## config.mk

```make
export PLATFORM = sky130hd
export DESIGN_NAME = qspi_master_arbiter
export DESIGN_NICKNAME = d
export VERILOG_FILES = /design/src/rtl/qspi_pkg.sv /design/src/rtl/qspi_rr_arbiter.sv /design/src/rtl/qspi_master_arbiter.sv
export SDC_FILE = /design/constraint.sdc
export NUM_CORES = 1
export LEC_CHECK = 0
export CELL_PAD_IN_SITES_DETAIL_PLACEMENT = 2
export CELL_PAD_IN_SITES_GLOBAL_PLACEMENT = 2
export CORE_MARGIN = 5
export CORE_UTILIZATION = 30
export DETAILED_ROUTE_END_ITERATION = 12
export GPL_ROUTABILITY_DRIVEN = 0
export PLACE_DENSITY_LB_ADDON = 0.1
export RECOVER_POWER = 100
export REMOVE_ABC_BUFFERS = 1
export SLEW_MARGIN = 20
export SYNTH_ARGS = -nofsm -noshare
export SYNTH_HDL_FRONTEND = slang
export SYNTH_SLANG_ARGS = --single-unit
```

## constraint.sdc

```tcl
create_clock -name sclk -period 2.51 [get_ports sclk]
set_input_delay 0.753 -clock sclk [delete_from_list [all_inputs] [get_ports sclk]]
set_output_delay 0.753 -clock sclk [all_outputs]
set_load 0.03 [all_outputs]
```

## src/rtl/qspi_pkg.sv

```systemverilog
// Shared types and widths for the quad-SPI master and its arbiter.
package qspi_pkg;

    localparam int unsigned NIBBLE_W = 4;
    localparam int unsigned BYTE_W   = 8;

    typedef enum logic [2:0] {
        IDLE,
        SETUP,
        XFER,
        HOLD,
        DONE
    } state_t;

    typedef enum logic [1:0] {
        H0,
        L0,
        H1,
        L1
    } phase_t;

endpackage

```

## src/rtl/qspi_rr_arbiter.sv

```systemverilog
// Round-robin arbiter: combinational one-hot grant from the request vector,
// starting the search at an internal pointer that advances past the served index.
module qspi_rr_arbiter #(
    parameter  int unsigned N  = 2,
    localparam int unsigned IW = (N > 1) ? $clog2(N) : 1
) (
    input  logic          clk_i,
    input  logic          rst_i,
    input  logic [N-1:0]  req_i,
    input  logic          en_i,
    input  logic          upd_i,
    input  logic [IW-1:0] upd_idx_i,
    output logic [N-1:0]  gnt_o
);

    logic [IW-1:0] ptr_q, ptr_d;
    logic          found;

    // Outer loop walks priority order from the pointer; inner loop keeps indices constant.
    always_comb begin
        gnt_o = '0;
        found = 1'b0;
        for (int unsigned k = 0; k < N; k++) begin
            for (int unsigned j = 0; j < N; j++) begin
                if (en_i && !found && req_i[j] && (j == (32'(ptr_q) + k) % N)) begin
                    gnt_o[j] = 1'b1;
                    found    = 1'b1;
                end
            end
        end
    end

    always_comb begin
        ptr_d = ptr_q;
        if (upd_i) begin
            ptr_d = (upd_idx_i == IW'(N - 1)) ? '0 : upd_idx_i + 1'b1;
        end
    end

    always_ff @(posedge clk_i or posedge rst_i) begin
        if (rst_i) begin
            ptr_q <= '0;
        end else begin
            ptr_q <= ptr_d;
        end
    end

endmodule

```

## src/rtl/qspi_master_arbiter.sv

```systemverilog
// Quad-SPI master shared by NUM_REQ requesters: one full-duplex byte per
// transaction, low nibble first, MOSI launched on qspi_clk rise, MISO sampled on fall.
module qspi_master_arbiter
    import qspi_pkg::*;
#(
    parameter  int unsigned NUM_REQ  = 2,
    parameter  int unsigned NUM_SLV  = 4,
    parameter  int unsigned CLK_DIV  = 2,
    parameter  int unsigned CS_SETUP = 1,
    parameter  int unsigned CS_HOLD  = 1,
    localparam int unsigned SW       = $clog2(NUM_SLV + 1),
    localparam int unsigned IW       = (NUM_REQ > 1) ? $clog2(NUM_REQ) : 1
) (
    input  logic                      sclk,
    input  logic                      reset,
    input  logic [NUM_REQ-1:0]        req_valid,
    output logic [NUM_REQ-1:0]        req_ready,
    input  logic [NUM_REQ*SW-1:0]     req_slave,
    input  logic [NUM_REQ*BYTE_W-1:0] req_data,
    output logic [NUM_REQ-1:0]        rsp_valid,
    output logic [BYTE_W-1:0]         rsp_data,
    output logic                      rsp_err,
    output logic                      busy,
    output logic                      qspi_clk,
    output logic [NUM_SLV-1:0]        cs_n,
    output logic [NIBBLE_W-1:0]       mosi,
    input  logic [NIBBLE_W-1:0]       miso
);

    localparam int unsigned DW   = $clog2(CLK_DIV + 1);
    localparam int unsigned TMAX = (CS_SETUP > CS_HOLD) ? CS_SETUP : CS_HOLD;
    localparam int unsigned TW   = $clog2(TMAX + 1);

    localparam logic [DW-1:0] DIV_LAST   = DW'(CLK_DIV - 1);
    localparam logic [TW-1:0] SETUP_INIT = TW'(CS_SETUP - 1);
    localparam logic [TW-1:0] HOLD_INIT  = TW'(CS_HOLD - 1);
    localparam logic [SW-1:0] SLV_LIM    = SW'(NUM_SLV);

    state_t               state_q, state_d;
    phase_t               phase_q, phase_d;
    logic [DW-1:0]        div_q, div_d;
    logic [TW-1:0]        tmr_q, tmr_d;
    logic [IW-1:0]        idx_q, idx_d;
    logic [SW-1:0]        slave_q, slave_d;
    logic [BYTE_W-1:0]    data_q, data_d;
    logic [BYTE_W-1:0]    rx_q, rx_d;

    logic [NUM_SLV-1:0]   cs_n_q, cs_n_d;
    logic                 qclk_q, qclk_d;
    logic [NIBBLE_W-1:0]  mosi_q, mosi_d;
    logic [NUM_REQ-1:0]   rsp_valid_q, rsp_valid_d;
    logic [BYTE_W-1:0]    rsp_data_q, rsp_data_d;
    logic                 rsp_err_q, rsp_err_d;
    logic                 busy_q, busy_d;

    logic [NUM_REQ-1:0]   gnt;
    logic [IW-1:0]        gnt_idx;
    logic [SW-1:0]        gnt_slave;
    logic [BYTE_W-1:0]    gnt_data;
    logic                 sel_active;

    qspi_rr_arbiter #(
        .N (NUM_REQ)
    ) u_arb (
        .clk_i     (sclk),
        .rst_i     (reset),
        .req_i     (req_valid),
        .en_i      (state_q == IDLE),
        .upd_i     (state_q == DONE),
        .upd_idx_i (idx_q),
        .gnt_o     (gnt)
    );

    assign req_ready = gnt & ~{NUM_REQ{reset}};

    always_comb begin
        gnt_idx   = '0;
        gnt_slave = '0;
        gnt_data  = '0;
        for (int unsigned i = 0; i < NUM_REQ; i++) begin
            if (gnt[i]) begin
                gnt_idx   = IW'(i);
                gnt_slave = req_slave[i*SW +: SW];
                gnt_data  = req_data[i*BYTE_W +: BYTE_W];
            end
        end
    end

    always_comb begin
        state_d = state_q;
        phase_d = phase_q;
        div_d   = div_q;
        tmr_d   = tmr_q;
        idx_d   = idx_q;
        slave_d = slave_q;
        data_d  = data_q;
        rx_d    = rx_q;
        unique case (state_q)
            IDLE: begin
                if (|gnt) begin
                    idx_d   = gnt_idx;
                    slave_d = gnt_slave;
                    data_d  = gnt_data;
                    rx_d    = '0;
                    tmr_d   = SETUP_INIT;
                    state_d = SETUP;
                end
            end
            SETUP: begin
                if (tmr_q == '0) begin
                    state_d = XFER;
                    phase_d = H0;
                    div_d   = '0;
                end else begin
                    tmr_d = tmr_q - 1'b1;
                end
            end
            XFER: begin
                if (div_q == DIV_LAST) begin
                    div_d = '0;
                    // The H->L edge is where the slave's nibble is captured.
                    unique case (phase_q)
                        H0: begin
                            phase_d                = L0;
                            rx_d[NIBBLE_W-1:0]     = miso;
                        end
                        L0: phase_d = H1;
                        H1: begin
                            phase_d                = L1;
                            rx_d[BYTE_W-1:NIBBLE_W] = miso;
                        end
                        L1: begin
                            state_d = HOLD;
                            tmr_d   = HOLD_INIT;
                        end
                    endcase
                end else begin
                    div_d = div_q + 1'b1;
                end
            end
            HOLD: begin
                if (tmr_q == '0) begin
                    state_d = DONE;
                end else begin
                    tmr_d = tmr_q - 1'b1;
                end
            end
            DONE: state_d = IDLE;
            default: state_d = IDLE;
        endcase
    end

    // Pin outputs are decoded from next state and registered, so they line up with the state.
    always_comb begin
        sel_active = (state_d == SETUP) || (state_d == XFER) || (state_d == HOLD);
        cs_n_d     = '1;
        for (int unsigned s = 0; s < NUM_SLV; s++) begin
            if (sel_active && (slave_d == SW'(s))) begin
                cs_n_d[s] = 1'b0;
            end
        end
        qclk_d = (state_d == XFER) && ((phase_d == H0) || (phase_d == H1));
        mosi_d = '0;
        case (state_d)
            SETUP: mosi_d = data_d[NIBBLE_W-1:0];
            XFER:  mosi_d = ((phase_d == H0) || (phase_d == L0)) ? data_d[NIBBLE_W-1:0]
                                                                  : data_d[BYTE_W-1:NIBBLE_W];
            HOLD:  mosi_d = data_d[BYTE_W-1:NIBBLE_W];
            default: mosi_d = '0;
        endcase
        rsp_valid_d = '0;
        rsp_data_d  = '0;
        rsp_err_d   = 1'b0;
        if (state_d == DONE) begin
            for (int unsigned i = 0; i < NUM_REQ; i++) begin
                if (idx_d == IW'(i)) begin
                    rsp_valid_d[i] = 1'b1;
                end
            end
            rsp_err_d  = (slave_d >= SLV_LIM);
            rsp_data_d = rsp_err_d ? '0 : rx_d;
        end
        busy_d = (state_d != IDLE);
    end

    always_ff @(posedge sclk or posedge reset) begin
        if (reset) begin
            state_q     <= IDLE;
            phase_q     <= H0;
            div_q       <= '0;
            tmr_q       <= '0;
            idx_q       <= '0;
            slave_q     <= '0;
            data_q      <= '0;
            rx_q        <= '0;
            cs_n_q      <= '1;
            qclk_q      <= 1'b0;
            mosi_q      <= '0;
            rsp_valid_q <= '0;
            rsp_data_q  <= '0;
            rsp_err_q   <= 1'b0;
            busy_q      <= 1'b0;
        end else begin
            state_q     <= state_d;
            phase_q     <= phase_d;
            div_q       <= div_d;
            tmr_q       <= tmr_d;
            idx_q       <= idx_d;
            slave_q     <= slave_d;
            data_q      <= data_d;
            rx_q        <= rx_d;
            cs_n_q      <= cs_n_d;
            qclk_q      <= qclk_d;
            mosi_q      <= mosi_d;
            rsp_valid_q <= rsp_valid_d;
            rsp_data_q  <= rsp_data_d;
            rsp_err_q   <= rsp_err_d;
            busy_q      <= busy_d;
        end
    end

    assign cs_n      = cs_n_q;
    assign qspi_clk  = qclk_q;
    assign mosi      = mosi_q;
    assign rsp_valid = rsp_valid_q;
    assign rsp_data  = rsp_data_q;
    assign rsp_err   = rsp_err_q;
    assign busy      = busy_q;

endmodule

```

# ---- Word-level counts from Yosys, hierarchy flattened
# Cells that the tools add are included.
dict set report op_classes {
  bitwise_logic 2
  n_reduce_logical 36
  eq_ne 21
  mux 53
  add_sub_neg 4
  n_lt_le_gt_ge 1
}
# operator count
set ops {}
lappend ops {{$logic_not 32->1} 2}
lappend ops {{$mux 8} 8}
lappend ops {{$mux 3} 9}
lappend ops {{$mux 1} 21}
lappend ops {{$eq 3x2->1 const B} 6}
lappend ops {{$logic_and 1x1->1} 16}
lappend ops {{$pmux 8 s2} 1}
lappend ops {{$mux 4} 3}
lappend ops {{$pmux 3 s4} 1}
lappend ops {{$pmux 4 s3} 1}
lappend ops {{$mux 2} 5}
lappend ops {{$eq 3x1->1 const B} 3}
lappend ops {{$pmux 2 s2} 2}
lappend ops {{$eq 2x1->1 const B} 3}
lappend ops {{$eq 2x2->1 const B} 3}
lappend ops {{$eq 3x3->1 const B} 2}
lappend ops {{$logic_not 3->1} 2}
lappend ops {{$ne 2x2->1 const B} 3}
lappend ops {{$pmux 2 s3} 1}
lappend ops {{$reduce_bool 3->1} 2}
lappend ops {{$logic_not 2->1} 2}
lappend ops {{$logic_or 1x1->1} 4}
lappend ops {{$reduce_and 4->1} 1}
lappend ops {{$reduce_or 2->1} 2}
lappend ops {{11 further kinds} 14}
dict set report totals {
  elab_cells 133
  output_inout_bits 23
  regBits 50
  inputBits 30
}

# ---- Logic depth before layout (Yosys ltp)
dict set report depth {
  depth_word 27
  ltp_mapped 7
}

# ---- By module
# From an unflattened synthesis, not the netlist that was laid out.
dict set report hier_totals {
  hier_cells 177
  hier_area_um2 2139.6
}
# module area_per_inst_um2 seq_area_each_um2 instances cells_per_inst
set modules_own_cells {}
lappend modules_own_cells {qspi_master_arbiter 2077.0 1206.2 1 168}
lappend modules_own_cells {qspi_rr_arbiter 62.6 25.0 1 9}

# ---- Worst setup path after synthesis
# No wires, ideal clock.
dict set report synth_path {
  kind {input -> output}
  from {in req_valid[0]}
  to {out req_ready[1]}
  setup_slack_ns 0.137
  arrival_ns 1.620
  cell_stages 4
  n_path_buf 1
  path_cell_list {nand2b_1 -> buf_1 -> nand3_2 -> nor2_1}
}
dict set report synth_between {
  elab_chain_len 19
  word_cells_on_any_way 20
  cone_classes {5 x mux; 1 x bitwise; 14 x reduce/logical}
}
# item line_no
set synth_rtl {}
lappend synth_rtl {{start, declared} qspi_master_arbiter.sv:16} ;# input logic [NUM_REQ-1:0] req_valid,
lappend synth_rtl {{$logic_and 1x1->1 (2 in a row)} qspi_rr_arbiter.sv:25} ;# if (en_i && !found && req_i[j] && (j == (32'(ptr_q) + k) % N)) begin
lappend synth_rtl {{$mux 1} qspi_rr_arbiter.sv:25}
lappend synth_rtl {{$logic_not 1->1} qspi_rr_arbiter.sv:25}
lappend synth_rtl {{$logic_and 1x1->1 (3 in a row)} qspi_rr_arbiter.sv:25}
lappend synth_rtl {{$mux 1} qspi_rr_arbiter.sv:25}
lappend synth_rtl {{$logic_not 1->1} qspi_rr_arbiter.sv:25}
lappend synth_rtl {{$logic_and 1x1->1 (3 in a row)} qspi_rr_arbiter.sv:25}
lappend synth_rtl {{$mux 1} qspi_rr_arbiter.sv:25}
lappend synth_rtl {{$logic_not 1->1} qspi_rr_arbiter.sv:25}
lappend synth_rtl {{$logic_and 1x1->1 (3 in a row)} qspi_rr_arbiter.sv:25}
lappend synth_rtl {{$mux 1 *} qspi_rr_arbiter.sv:25}
lappend synth_rtl {{$and 2x2->2 *} qspi_master_arbiter.sv:74} ;# assign req_ready = gnt & ~{NUM_REQ{reset}};
lappend synth_rtl {{end, declared} qspi_master_arbiter.sv:17} ;# output logic [NUM_REQ-1:0] req_ready,
# Mark *: on every way between the ends. The rest lies on a longest branch, timed or not.

# ---- Worst setup path after layout
dict set report layout_path {
  from {in reset}
  to {out req_ready[0]}
}
dict set report layout_between {
  elab_chain_len 2
}
# item line_no
set layout_rtl {}
lappend layout_rtl {{start, declared} qspi_master_arbiter.sv:15} ;# input logic reset,
lappend layout_rtl {{$not 2->2} qspi_master_arbiter.sv:74}
lappend layout_rtl {{$and 2x2->2} qspi_master_arbiter.sv:74}
# No other way between the ends.

==> results.yml <==
yosys:
  synth.cell_area_um2: 2130
  synth.largest_area_cell: "dfrtp_1"
  synth_ff_type: "dfrtp_1"
  syn_inst: 205
  ys_warn_count: 0
  synth_seq_area_share_pct: 57.7
  yosys.cell_types.count: 43
  ys_async_sr_fraction_pct: 100
  synth_top_area_share_pct: 52.8
  synth_seq_cells: 49
  synth_area_per_cell_um2: 10.4
  synth_edf_count: 0
  synth_top_cells_by_area: "dfrtp_1, dfstp_2, nand2_1, nor2_1, a211oi_1"
power_and_ir_drop:
  power_frac_seq_pct: 36.7
  p_total_mw: 3.42
  pwr-share-clk_pct: 16.0
  p_switching_mw: 1.42
  ir_drop_uv: 442
  internal-power_mw: 2.00
  leakage_nw: 1.30
  combPwrFrac_pct: 47.3
  swShare_pct: 41.5
  powerDensity_nw_per_um2: 1170
timing:
  fin_setup_tns_ns: 0
  period_minus_slack_ns: 2.37
  finalHoldViolCount: 0
  fmax_mhz: 423
  max_slew_margin_pct: 22.3
  tightest_slew_ns: 1.17
  fin_ws_ns: 0.145
  rsz0062_at_grt: "no"
  setup-violations-final: 0
  fin_skew_ns: 0.00982
  finalCritPeriodShare_pct: 94.2
  final_max_slew_viol_count: 0
setup_path:
  endpoint: "req_ready[0]"
  regToRegSetupSlack_ns: 0.28
  critPathLaunchType: "input pin"
  r2r_end: "rsp_data[0]$_DFF_PP0_"
  reg2reg_depth: 6
  critPathLaunch: "reset"
  worst_ep_arrival_time_ns: 1.61
  cp-end-kind: "output port"
  worstSetupPathType: "in2out"
  cp_data_required_time_ns: 1.76
  r2r-start: "state_q[2]$_DFF_PP0_"
  critical_path_peak_fanout: 3
detailed_routing:
  drc: 0
  antenna_left: 0
  drtIter0Drc: 65
  wire_per_inst_um: 17.3
  vias_per_cell: 4.93
  wirelength_um: 6400
  dr.pass1.iters: 4
  vias: 1829
clocking:
  htreeDepth: 2
  cts_tree: "built"
  cts-hold-fix-buffers: 0
  cts.sinks: 49
  clkTransAtPathRegs_ns: 0.08
  cts_buffer_depth: 2
  insertion_delay_ns: 0.30
  cts-root-buf: "clkbuf_8"
  numCtsBuffers: 5
die:
  start_util_pct: 31.1
  fp-row-count: 30
  fp.dieH_um: 94.3
  dieWidth_um: 94.3
  core_area_um2: 6870
  pin_count: 53
  dieArea_um2: 8900
finish:
  syn_to_final_growth_pct: 37.5
  num-nets-final: 305
  antenna_cells: 0
  layout.cells.non_filler: 371
  drive_gt1_share_pct: 13.1
  fill_cells: 755
global_route:
  grt_max_degree: 28
  grt_first_pass_wirelength_um: 10300
  antenna_found_initial: 0
  grt_pass1_vias: 2002
  grt_use_met1_pct: 20.2
  grt_use_total_pct: 15.0
  grt_use_met2_pct: 24.5
  met3_usage_pct: 2.80
  busiest_layer: "met2"
  grt_overflow: 0
job:
  drv_cap: 0
worst_hold_path:
  min_from: "idx_q$_DFF_PP0_"
  hold_class: "reg2reg"
placed_design:
  dp_cells: 363
  pre_cts_ws_ns: -0.133
  io_buffer_count: 52
  hpwl_um: 4970
run_status:
  status: "finished clean"
-- stage by stage --
step / instance area [µm²] / utilization (%) / hold slack (ns)
after detailed placement: 2880 / 41.9 / 0.431
after global routing: 2930 / 42.7 / 0.486
after global placement: 2880 / 41.9 / 0.433
final: 2930 / 42.7 / 0.443
after floorplan: 2080 / - / 0.418
after CTS: 2990 / 43.5 / 0.447
-- flip-flops by register name (all words and copies together) (netlist names), 2 cells and up --
| register | count |
|---|---|
| div_q | 2 |
| cs_n | 4 |
| rsp_data | 8 |
| rsp_valid | 2 |
| slave_q | 3 |
| data_q | 8 |
| state_q | 3 |
| mosi | 4 |
| rx_q | 8 |
| phase_q | 2 |
-- how the worst min path moves through the flow --
stage                                    endpoint  slack, ns  depth (start not counted)
after floorplan           u_arb.ptr_q$_DFFE_PP0N_       0.42                          1
after global placement    u_arb.ptr_q$_DFFE_PP0N_       0.43                          1
after detailed placement  u_arb.ptr_q$_DFFE_PP0N_       0.43                          1
after CTS                 u_arb.ptr_q$_DFFE_PP0N_       0.45                          1
after global routing      u_arb.ptr_q$_DFFE_PP0N_       0.49                          1
final                     u_arb.ptr_q$_DFFE_PP0N_       0.44                          1
-- cell usage after synthesis, types with 3 or more instances --
| cell type | instances |
|---|---|
| o32ai_1 | 4 |
| nand4_1 | 3 |
| a211oi_1 | 8 |
| and3_1 | 4 |
| nand3b_1 | 3 |
| nand3_1 | 5 |
| dfstp_2 | 4 |
| a221oi_1 | 4 |
| and2_1 | 5 |
| nor2_1 | 22 |
| a21oi_1 | 8 |
| nor3_1 | 3 |
| nand2b_1 | 3 |
| nand2_1 | 27 |
| o21ai_0 | 10 |
| inv_1 | 8 |
| a31oi_1 | 6 |
| buf_2 | 6 |
| dfrtp_1 | 45 |
-- metal layers --
layer	routed length, µm	vias up
li1	-	868
met1	3050	928
met3	154	8
met2	3130	25
met4	70	0
met5	0	-
-- worst max-delay path, cell delays in order --
cell and delay (ns):
dlygate4sd3_1 0.58, nor2_1 0.12, buf_4 0.17
-- placed cells by master, fill, tap and decap left out, types with 2 or more instances in the layout --
cell type / instances
nand4_1: 3
clkbuf_1: 7
a31oi_1: 7
nor3b_1: 2
inv_1: 7
buf_4: 15
dlygate4sd2_1: 2
a21oi_1: 8
dfrtp_1: 45
clkbuf_8: 5
nand3_1: 6
dlygate4sd3_1: 22
clkdlybuf4s50_1: 26
nand2_1: 27
o31ai_1: 2
a221oi_1: 4
nor3_1: 3
and3_1: 4
dfstp_2: 4
nand2b_1: 3
a211oi_1: 8
o32ai_1: 4
nor2_1: 22
o21ai_0: 10
and2_0: 3
and2_1: 2
nand3b_1: 3
-- cell type report --
class	count	area, µm²	share of cell area (%)
clock inverters	2	35.0	1.19
inverters	8	30.0	1.02
flip-flops and latches	49	1230	42.0
clock buffers	5	68.8	2.35
well taps	96	120	4.09
repair buffers	73	642	21.9
multi-input cells	138	807	27.5
-- what timing repair did --
action	4_1_cts	5_1_grt
setup buffers	1	0
endpoints found under the setup margin	2	0
resized for setup	2	0
-- power groups by stage --
stage	Clock (mW)	Combinational (mW)	Sequential, mW
final	0.548	1.62	1.26
after global routing	0.598	1.78	1.29
after CTS	0.562	1.77	1.26
after detailed placement	0	1.76	1.28
after global placement	0	1.71	1.27
after floorplan	0	0.833	1.39
-- logic make-up after synthesis --
group	count (synthesis)	share of synthesized area, %
buffers and inverters	18	3.87
flip-flops	49	57.7
AO/OA/AOI/OAI	52	17.9
AND/OR/NAND/NOR	86	20.5
Power figures use the tool's default switching activity.
